--- config.mk ---
export PLATFORM = sky130hd
export DESIGN_NAME = bnn_run_scheduler
export DESIGN_NICKNAME = d
export VERILOG_FILES = /design/src/rtl/bnn_pkg.sv /design/src/rtl/bnn_first_one.sv /design/src/rtl/bnn_run_scheduler.sv
export SDC_FILE = /design/constraint.sdc
export NUM_CORES = 1
export LEC_CHECK = 0
export ABC_AREA = 1
export CORE_MARGIN = 2
export CORE_UTILIZATION = 30
export CTS_BUF_LIST = sky130_fd_sc_hd__clkbuf_8
export CTS_CLUSTER_DIAMETER = 40
export CTS_CLUSTER_SIZE = 40
export DETAILED_ROUTE_END_ITERATION = 7
export PLACE_DENSITY_LB_ADDON = 0.08
export SLEW_MARGIN = 20
export SYNTH_ARGS = -nofsm -noshare
export SYNTH_HDL_FRONTEND = slang
export SYNTH_SLANG_ARGS = --single-unit
--- constraint.sdc ---
create_clock -name clk -period 2.4 [get_ports clk]
set_clock_uncertainty 0.05 [all_clocks]
set_input_delay 0.48 -clock clk [delete_from_list [all_inputs] [get_ports clk]]
set_output_delay 0.48 -clock clk [all_outputs]
set_load 0.01 [all_outputs]
--- src/rtl/bnn_pkg.sv ---
// rtl/bnn_pkg.sv - shared constants and scheduler state type for the BNN run path
// Purpose: default image/output sizes, X-memory bank-select codes, scheduler FSM states.
// Ports: none (package).
package bnn_pkg;

  localparam int X1_LEN  = 784;
  localparam int OUT_LEN = 10;

  // X memory bank-select codes; the host image always lands in BANK_X1.
  localparam int BANK_X1 = 0;
  localparam int BANK_X2 = 1;
  localparam int BANK_X3 = 2;
  localparam int BANK_X4 = 3;

  typedef enum logic [2:0] {
    S_IDLE    = 3'd0,
    S_LD_WAIT = 3'd1,
    S_LD_WR   = 3'd2,
    S_LD_FIN  = 3'd3,
    S_ARM     = 3'd4,
    S_RUN     = 3'd5,
    S_DONE    = 3'd6
  } sched_state_e;

endpackage

--- src/rtl/bnn_first_one.sv ---
// rtl/bnn_first_one.sv - lowest-set-bit encoder with none flag
// Purpose: cls = index of lowest 1 in bits (0 if none); none = no bit set. Purely combinational.
// Ports: bits (in, N), cls (out, W), none (out, 1).
module bnn_first_one #(
  parameter int N = 10,
  parameter int W = 4
) (
  input  logic [N-1:0] bits,
  output logic [W-1:0] cls,
  output logic         none
);

  // Scan from the top down so the lowest set bit is the last one to win.
  always_comb begin
    cls  = '0;
    none = 1'b1;
    for (int i = N - 1; i >= 0; i--) begin
      if (bits[i]) begin
        cls  = W'(i);
        none = 1'b0;
      end
    end
  end

endmodule

--- src/rtl/bnn_run_scheduler.sv ---
// rtl/bnn_run_scheduler.sv - sequencer for one binary-NN inference run
// Purpose: loads a host image into X bank 0, arms and runs the engine, captures OUT_LEN output
//   bits, reports result with argmax class; owns the shared X-memory write port.
// Ports: clk, rst_n (sync active-low); start, busy; pix_vld/pix_data/pix_rdy host pixel stream;
//   res_vld/res_bits/res_class/res_none/res_tmo/res_ack result; eng_en/eng_finish engine control;
//   eng_x_* engine X-port request; eng_out_vld/eng_out_bit engine outputs; mem_x_* muxed X port.
module bnn_run_scheduler #(
  parameter int X_ADDR_LEN = 10,
  parameter int X_SEL_LEN  = 2,
  parameter int X1_LEN     = bnn_pkg::X1_LEN,
  parameter int OUT_LEN    = bnn_pkg::OUT_LEN,
  parameter int CLS_W      = 4,
  parameter int TMO_W      = 24
) (
  input  logic                  clk,
  input  logic                  rst_n,
  input  logic                  start,
  output logic                  busy,
  input  logic                  pix_vld,
  input  logic                  pix_data,
  output logic                  pix_rdy,
  output logic                  res_vld,
  output logic [OUT_LEN-1:0]    res_bits,
  output logic [CLS_W-1:0]      res_class,
  output logic                  res_none,
  output logic                  res_tmo,
  input  logic                  res_ack,
  output logic                  eng_en,
  input  logic                  eng_finish,
  input  logic [X_ADDR_LEN-1:0] eng_x_addr,
  input  logic [X_SEL_LEN-1:0]  eng_x_sel,
  input  logic                  eng_x_wq,
  input  logic                  eng_wx_write,
  input  logic                  eng_out_vld,
  input  logic                  eng_out_bit,
  output logic [X_ADDR_LEN-1:0] mem_x_addr,
  output logic [X_SEL_LEN-1:0]  mem_x_sel,
  output logic                  mem_x_wq,
  output logic                  mem_x_wdata
);
  import bnn_pkg::*;

  localparam int OCW = $clog2(OUT_LEN + 1);

  sched_state_e          state, state_nxt;
  logic [X_ADDR_LEN-1:0] pix_cnt;
  logic [OCW-1:0]        out_cnt;
  logic [TMO_W-1:0]      tmo_cnt, tmo_inc;
  logic                  tmo_hit, cap, pix_last;
  logic [OUT_LEN-1:0]    res_bits_nxt;
  logic [CLS_W-1:0]      fo_cls;
  logic                  fo_none;

  // Loader side of the X port, held stable from setup through the wq-low cycle.
  logic [X_ADDR_LEN-1:0] ld_addr;
  logic [X_SEL_LEN-1:0]  ld_sel;
  logic                  ld_data, ld_wq, loader_own;

  assign tmo_inc  = tmo_cnt + TMO_W'(1);
  assign tmo_hit  = (tmo_inc == {TMO_W{1'b1}});
  assign pix_last = (pix_cnt == X_ADDR_LEN'(X1_LEN - 1));
  assign cap      = (state == S_RUN) && eng_out_vld && (out_cnt < OCW'(OUT_LEN));

  always_comb begin
    res_bits_nxt = res_bits;
    for (int i = 0; i < OUT_LEN; i++) begin
      if (cap && (out_cnt == OCW'(i))) res_bits_nxt[i] = eng_out_bit;
    end
  end

  // Class is encoded from the bits as they will be after this cycle's capture,
  // so a strobe coinciding with the exit is reflected in the result.
  bnn_first_one #(.N(OUT_LEN), .W(CLS_W)) u_first_one (
    .bits (res_bits_nxt),
    .cls  (fo_cls),
    .none (fo_none)
  );

  always_ff @(posedge clk) begin
    if (!rst_n) state <= S_IDLE;
    else        state <= state_nxt;
  end

  always_comb begin
    state_nxt = state;
    case (state)
      S_IDLE:    if (start) state_nxt = S_LD_WAIT;
      S_LD_WAIT: if (pix_vld) state_nxt = S_LD_WR;
      S_LD_WR:   state_nxt = S_LD_FIN;
      S_LD_FIN:  state_nxt = pix_last ? S_ARM : S_LD_WAIT;
      S_ARM:     state_nxt = S_RUN;
      S_RUN: begin
        if ((cap && (out_cnt == OCW'(OUT_LEN - 1))) || eng_finish || tmo_hit)
          state_nxt = S_DONE;
      end
      S_DONE:    if (res_ack) state_nxt = S_IDLE;
      default:   state_nxt = S_IDLE;
    endcase
  end

  always_ff @(posedge clk) begin
    if (!rst_n) begin
      busy      <= 1'b0;
      pix_rdy   <= 1'b0;
      eng_en    <= 1'b0;
      ld_wq     <= 1'b0;
      res_vld   <= 1'b0;
      res_bits  <= '0;
      res_class <= '0;
      res_none  <= 1'b0;
      res_tmo   <= 1'b0;
      pix_cnt   <= '0;
      out_cnt   <= '0;
      tmo_cnt   <= '0;
      ld_addr   <= '0;
      ld_sel    <= '0;
      ld_data   <= 1'b0;
    end else begin
      // Status outputs are registered from the next state so they line up with it.
      busy    <= (state_nxt != S_IDLE);
      pix_rdy <= (state_nxt == S_LD_WAIT);
      eng_en  <= (state_nxt == S_RUN);
      ld_wq   <= (state_nxt == S_LD_WR);
      res_vld <= (state_nxt == S_DONE);
      case (state)
        S_IDLE: begin
          if (start) begin
            pix_cnt   <= '0;
            out_cnt   <= '0;
            tmo_cnt   <= '0;
            res_bits  <= '0;
            res_class <= '0;
            res_none  <= 1'b0;
            res_tmo   <= 1'b0;
          end
        end
        S_LD_WAIT: begin
          if (pix_vld) begin
            ld_data <= pix_data;
            ld_addr <= pix_cnt;
            ld_sel  <= X_SEL_LEN'(BANK_X1);
          end
        end
        S_LD_FIN: begin
          if (!pix_last) pix_cnt <= pix_cnt + X_ADDR_LEN'(1);
        end
        S_RUN: begin
          tmo_cnt  <= tmo_inc;
          res_bits <= res_bits_nxt;
          if (cap) out_cnt <= out_cnt + OCW'(1);
          if (state_nxt == S_DONE) begin
            res_class <= fo_cls;
            res_none  <= fo_none;
            res_tmo   <= tmo_hit;
          end
        end
        default: ;
      endcase
    end
  end

  // Port ownership follows the registered state: loader through LD_FIN, engine afterwards.
  assign loader_own  = (state == S_IDLE) || (state == S_LD_WAIT) ||
                       (state == S_LD_WR) || (state == S_LD_FIN);
  assign mem_x_addr  = loader_own ? ld_addr : eng_x_addr;
  assign mem_x_sel   = loader_own ? ld_sel  : eng_x_sel;
  assign mem_x_wq    = loader_own ? ld_wq   : eng_x_wq;
  assign mem_x_wdata = loader_own ? ld_data : eng_wx_write;

endmodule

==> results.cfg, run 1 <==
[run_status]
status = finished, final reports clean

[detailed_routing]
drt-total-wl_um = 11500
num_vias = 4114
routedWlPerCell_um = 12.9
vias_per_cell = 4.62
antenna_left = 0
drc = 0
firstDrtPassIters = 4
drt_iter0_markers = 151

[layout]
num_antenna_cells = 0
n_fill_cell = 1450
final_common_cell = nand2_1
final_cell_mix = nand2_1 (180), nor2_1 (75), inv_1 (71), dfxtp_1 (68), clkdlybuf4s50_1 (56)
seqCellArea_sq_mm = 0.00147
syn_to_final_growth_pct = 27.6
drive_gt1_frac = 0.129
fin_nets = 740
multiInputGateArea_sq_mm = 0.00238

[setup_path]
crit_path_max_incr_delay_ps = 540
critPathKind = flip-flop to primary output
startpoint_type = flip-flop
cp.arrival_ps = 1750
endpoint_kind = primary output
cpMostUsedCell = nand2_1
path_cells = buf_4 -> nand2_1 -> nand2_1 -> clkdlybuf4s50_1
critical_path_required_ps = 1870
crit_path_max_fanout = 14
cpMaxStageDelayCell = clkdlybuf4s50_1

[synthesis]
synth_area_leaders = dfxtp_1 (35%), nand2_1 (16%), nor2_1 (6.9%)
synthAdderAreaFrac = 0.0212
synth.largest_area_cell = dfxtp_1
synth_seq_cells = 73
syn_inst = 631
syn_nets = 661
synth_xor_area_frac = 0.0254
avgSynthCellArea_sq_um = 6.55
yosysSeqAreaShare = 0.354
muxShareOfSynthArea = 0
yosysWarnings = 0
yosysUniqueCellTypes = 39
synth-compound-area-share = 0.130
synth_top_family_by_area = simple AND/OR/NAND/NOR gates
synth-simple-area-share = 0.392
yosysTopAreaCellShare = 0.354
synthesis.area_sq_mm = 0.00413

[timing]
rsz0062_at_grt = no
fin_crit_ps = 2280
period_share = 0.950
hold_viol_final = 0
maxSlewViolCount = 0
whs_ps = 430
worst_pin_slew_ps = 558
setup_viol = 0
slew_headroom = 0.618
fmax_ghz = 0.439

[pwr]
p_per_area_mw_per_mm2 = 460
ir_drop_mv = 0.196
p_leak_nw = 2.05
totalPowerFinal_w = 0.00243

[floorplanning]
core-area_sq_mm = 0.0133
pin_count = 57
initial_core_util = 0.310
fp.dieH_um = 121
die_width_um = 121
dieArea_sq_mm = 0.0147
row_count = 42

[cts]
clk_pin_slew_worst_paths_ps = 70
cts_sinks = 73
clk_latency_ps = 370
htree_levels = 3
cts_hold_buf = 0
ctsLongestPathBuffers = 2
cts_tree = built
cts_root_buffer = clkbuf_8
cts_made_buffers = 9

[placement]
hpwl_um = 8660
gp_congestion = 0.867
port_buffers = 56

[run]
timing.max_cap.violations = 0

[grt]
grt_use_met3 = 0.0376
antenna_found_initial = 0
grt_use_met1 = 0.206
grt_max_degree = 33
grtUsageMet2 = 0.265
grtUsageTotal = 0.162
top_usage_layer = met2
grt.overflow.total = 0
grt_pass1_wl_um = 18700
grt_pass1_vias = 3923

[min_path]
hp-class = flip-flop to flip-flop
sequential cells by signal (all words and copies together) (netlist names), 3 cells and up:
signal / cells
res_class: 4
out_cnt: 4
tmo_cnt: 24
state: 3
ld_addr: 10
res_bits: 10
pix_cnt: 10
synth_stat cells:
| cell | n |
|---|---|
| nor3b_1 | 1 |
| a2bb2oi_1 | 1 |
| a21oi_1 | 45 |
| nand2_4 | 4 |
| nor3_1 | 10 |
| o32ai_1 | 2 |
| inv_1 | 70 |
| o21ai_2 | 1 |
| nor4_1 | 1 |
| nand3_4 | 1 |
| nor2_8 | 1 |
| or2_2 | 6 |
| nand2_1 | 180 |
| xnor2_1 | 5 |
| o211a_1 | 1 |
| o21bai_2 | 1 |
| nand3_1 | 36 |
| clkbuf_1 | 14 |
| dfxtp_1 | 73 |
| nor2_2 | 8 |
| a21oi_2 | 3 |
| clkinv_1 | 1 |
| o21a_1 | 1 |
| a211oi_1 | 2 |
| xor2_1 | 7 |
| o22ai_1 | 1 |
| nand4_1 | 12 |
| a31oi_1 | 1 |
| ha_1 | 7 |
| nor2_1 | 76 |
| buf_2 | 1 |
| nor2_4 | 5 |
| nand3_2 | 2 |
| nand2_2 | 10 |
| a221oi_1 | 1 |
| nand3b_1 | 4 |
| o21ai_0 | 32 |
| o21ai_1 | 3 |
| a2111oi_0 | 1 |
per-stage QoR:
stage	setup WS, ps	instance area [sq um]	std cells	util	TNS, ps
finish	120	5270	891	0.395	0
floorplan	344	4130	631	-	0
CTS	65.7	5220	889	0.391	0
global route	10.7	5270	891	0.395	0
global placement	-54.7	5060	873	0.379	-109
detailed placement	-74.0	5060	873	0.379	-197
where the power goes:
part	switching [W]	total (W)	internal, W
sequential	0.0000210	0.00126	0.00124
clock	0.000485	0.000849	0.000363
combinational	0.000170	0.000312	0.000142
total	0.000677	0.00243	0.00175
area by class of cell:
class / instances / area share
tap: 176 / 0.0418
clock buffer: 9 / 0.0235
timing repair buffer: 83 / 0.147
multi-input combinational: 472 / 0.451
inverter: 71 / 0.0505
clock inverter: 7 / 0.00736
sequential: 73 / 0.278
worst paths after layout:
| check | slack [ps] | end | startpoint | cells past startpoint |
|---|---|---|---|---|
| setup / recovery | 120 | mem_x_addr[2] | state[2] | 4 |
| hold / removal | 430 | tmo_cnt[23] | tmo_cnt[23] | 2 |
| setup reg to reg | 200 | res_class[3] | tmo_cnt[0] | 17 |
| hold reg to reg | 430 | tmo_cnt[23] | tmo_cnt[23] | 2 |
logic make-up (layout without fill, tap and decap cells):
kind of cell	count (synthesis)	in the layout
and+or+nand+nor	357	357
AOI/OAI and AO/OA	96	96
buffers and inverters	86	170
DFF	73	73
xor gates and xnor gates	12	12
adders and majority gates	7	7
worst max-delay path: cells and delay by family, from the launching register on:
family        cells  cell delay [ps]
simple gates      2              130
buf+inv           2              780
flops             1              470
metal layers:
layer	share of wire	vias up	routed length, um
met3	0.046	11	528
met5	0	-	0
li1	-	2186	-
met2	0.45	74	5130
met4	0.017	0	192
met1	0.49	1843	5650
what timing repair did:
action | in CTS | in global routing
endpoints found under the setup margin | 0 | 12
buffers inserted | 0 | 2
gates resized for setup | 0 | 11
No activity file was read; power rests on OpenSTA's default activity.
==> run 2, diff against run 1 <==
- PLACE_DENSITY_LB_ADDON: 0.08 -> unset
- SKIP_LAST_GASP: unset -> 1
==> results.cfg, run 2 (synthesis results as in run 1) <==
[run_status]
status = finished, final reports clean

[layout]
n_fill_cell = 1455
seqCellArea_sq_mm = 0.00148
final_common_cell = nand2_1
drive_gt1_frac = 0.140
final_cell_mix = nand2_1 (179), nor2_1 (73), inv_1 (72), dfxtp_1 (62), clkdlybuf4s50_1 (56)
syn_to_final_growth_pct = 27.9
num_antenna_cells = 0
largest-register = tmo_cnt
largest_register_ffs = 24
multiInputGateArea_sq_mm = 0.00239
fin_nets = 741
design_area_sq_mm = 0.00529

[timing]
fin_crit_ps = 2260
fmax_ghz = 0.443
hold_viol_final = 0
setup_viol = 0
maxSlewViolCount = 0
slew_headroom = 0.738
setup_ws_ps = 141
period_share = 0.941
worst_pin_slew_ps = 392

[floorplanning]
initial_core_util = 0.310
fp.dieH_um = 121
pin_count = 57
core-area_sq_mm = 0.0133
die_width_um = 121
row_count = 42
dieArea_sq_mm = 0.0147

[grt]
grt_max_degree = 33
grt.overflow.total = 0
grt_pass1_wl_um = 18500
grt_pass1_vias = 3868
antenna_found_initial = 0
grtUsageTotal = 0.159

[detailed_routing]
antenna_left = 0
drt_iter0_markers = 244
routedWlPerCell_um = 12.4
drc = 0
firstDrtPassIters = 4
num_vias = 4130
drt-total-wl_um = 11100
vias_per_cell = 4.64

[pwr]
power.share.clock = 0.356
ir_drop_mv = 0.264
combPwrFrac = 0.124
p_sw_w = 0.000667
swShare = 0.274
p_int_w = 0.00177
p_seq_frac = 0.520
p_leak_nw = 2.08
p_per_area_mw_per_mm2 = 461

[setup_path]
cpMaxStageDelayCell = clkdlybuf4s50_1
endpoint_kind = primary output
path_cells = buf_4 -> nand2_1 -> nand2_1 -> clkdlybuf4s50_1
r2r_end = res_class[0]
crit_start = state[2]
r2r_slack_ps = 160
critical_path_required_ps = 1870
cpMostUsedCell = nand2_1
worstReg2RegStart = tmo_cnt[0]
startpoint_type = flip-flop
worstSetupEndpoint = mem_x_addr[9]
reg2reg_depth = 17
crit_path_max_incr_delay_ps = 530
cp.arrival_ps = 1730
critPathKind = flip-flop to primary output
crit_path_max_fanout = 14

[placement]
placedInstanceArea_sq_mm = 0.00504
hpwl_um = 8210
port_buffers = 56
gp_congestion = 0.882
pre_cts_ws_ps = 20.8

[cts]
ctsLongestPathBuffers = 2
clk_pin_slew_worst_paths_ps = 80
cts_made_buffers = 9
clk_latency_ps = 360
cts_hold_buf = 0
cts_tree = built
cts_root_buffer = clkbuf_8
htree_levels = 3
cts_sinks = 73

[min_path]
hp-class = flip-flop to flip-flop

[run]
timing.max_cap.violations = 0
[run 2: changes by cell type in the layout (fill, tap and decap cells not counted), sizes merged]
cell	before	now
clkinv	5	3
buf	27	28
clkbuf	9	10
clkinvlp	2	1
inv	71	72
[run 2: worst min-delay path by stage]
stage | from | end | slack, ps | cells past startpoint
finish | tmo_cnt[23] | tmo_cnt[23] | 440 | 2
global placement | tmo_cnt[23] | tmo_cnt[23] | 420 | 2
floorplan | tmo_cnt[23] | tmo_cnt[23] | 400 | 2
global route | tmo_cnt[4] | tmo_cnt[4] | 460 | 2
CTS | tmo_cnt[23] | tmo_cnt[23] | 440 | 2
detailed placement | tmo_cnt[23] | tmo_cnt[23] | 430 | 2
[run 2: layout make-up]
cell class	count	area share
Multi-Input combinational cell	472	0.452
Sequential cell	73	0.279
Tap cell	176	0.0417
Inverter	71	0.0504
Clock buffer	10	0.0260
Clock inverter	5	0.00473
Timing Repair Buffer	84	0.146
[run 2: worst max-delay path: cells and delay by family (launching register included)]
| family | cells | cell delay [ps] |
|---|---|---|
| and+or+nand+nor | 2 | 140 |
| DFF | 1 | 460 |
| buffers and inverters | 2 | 770 |
[run 2: layer usage]
layer	track usage	share of wire	up-vias
li1	-	-	2180
met4	0.0489	0.013	0
met3	0.0484	0.050	11
met1	0.214	0.48	1852
met5	0	0	-
met2	0.244	0.45	87
[run 2: power by group through the flow]
stage          combinational (W)  sequential [W]  clock [W]
6_report                0.000303         0.00127   0.000866
3_3_place_gp            0.000306         0.00130          0
4_1_cts                 0.000307         0.00127   0.000898
5_1_grt                 0.000343         0.00127   0.000947
3_5_place_dp            0.000304         0.00130          0
2_1_floorplan           0.000147         0.00129          0
[run 2: metrics by stage]
step	power, W	setup TNS, ps	utilization	hold WS [ps]	cells
floorplan	0.00144	0	-	403	631
global placement	0.00160	0	0.377	417	872
detailed placement	0.00160	0	0.377	426	872
CTS	0.00247	0	0.389	440	887
global route	0.00256	-37.1	0.396	465	891
finish	0.00244	0	0.396	437	891
[run 2: repair_timing]
action | 4_1_cts | 5_1_grt
resized for setup | 0 | 22
setup buffers | 0 | 4
setup endpoints to repair | 0 | 11
==> run 3, diff against run 2 <==
- SKIP_LAST_GASP: 1 -> unset
==> results of run 3 <==
The final DEF is identical to that of run 2; final timing and power are the same.
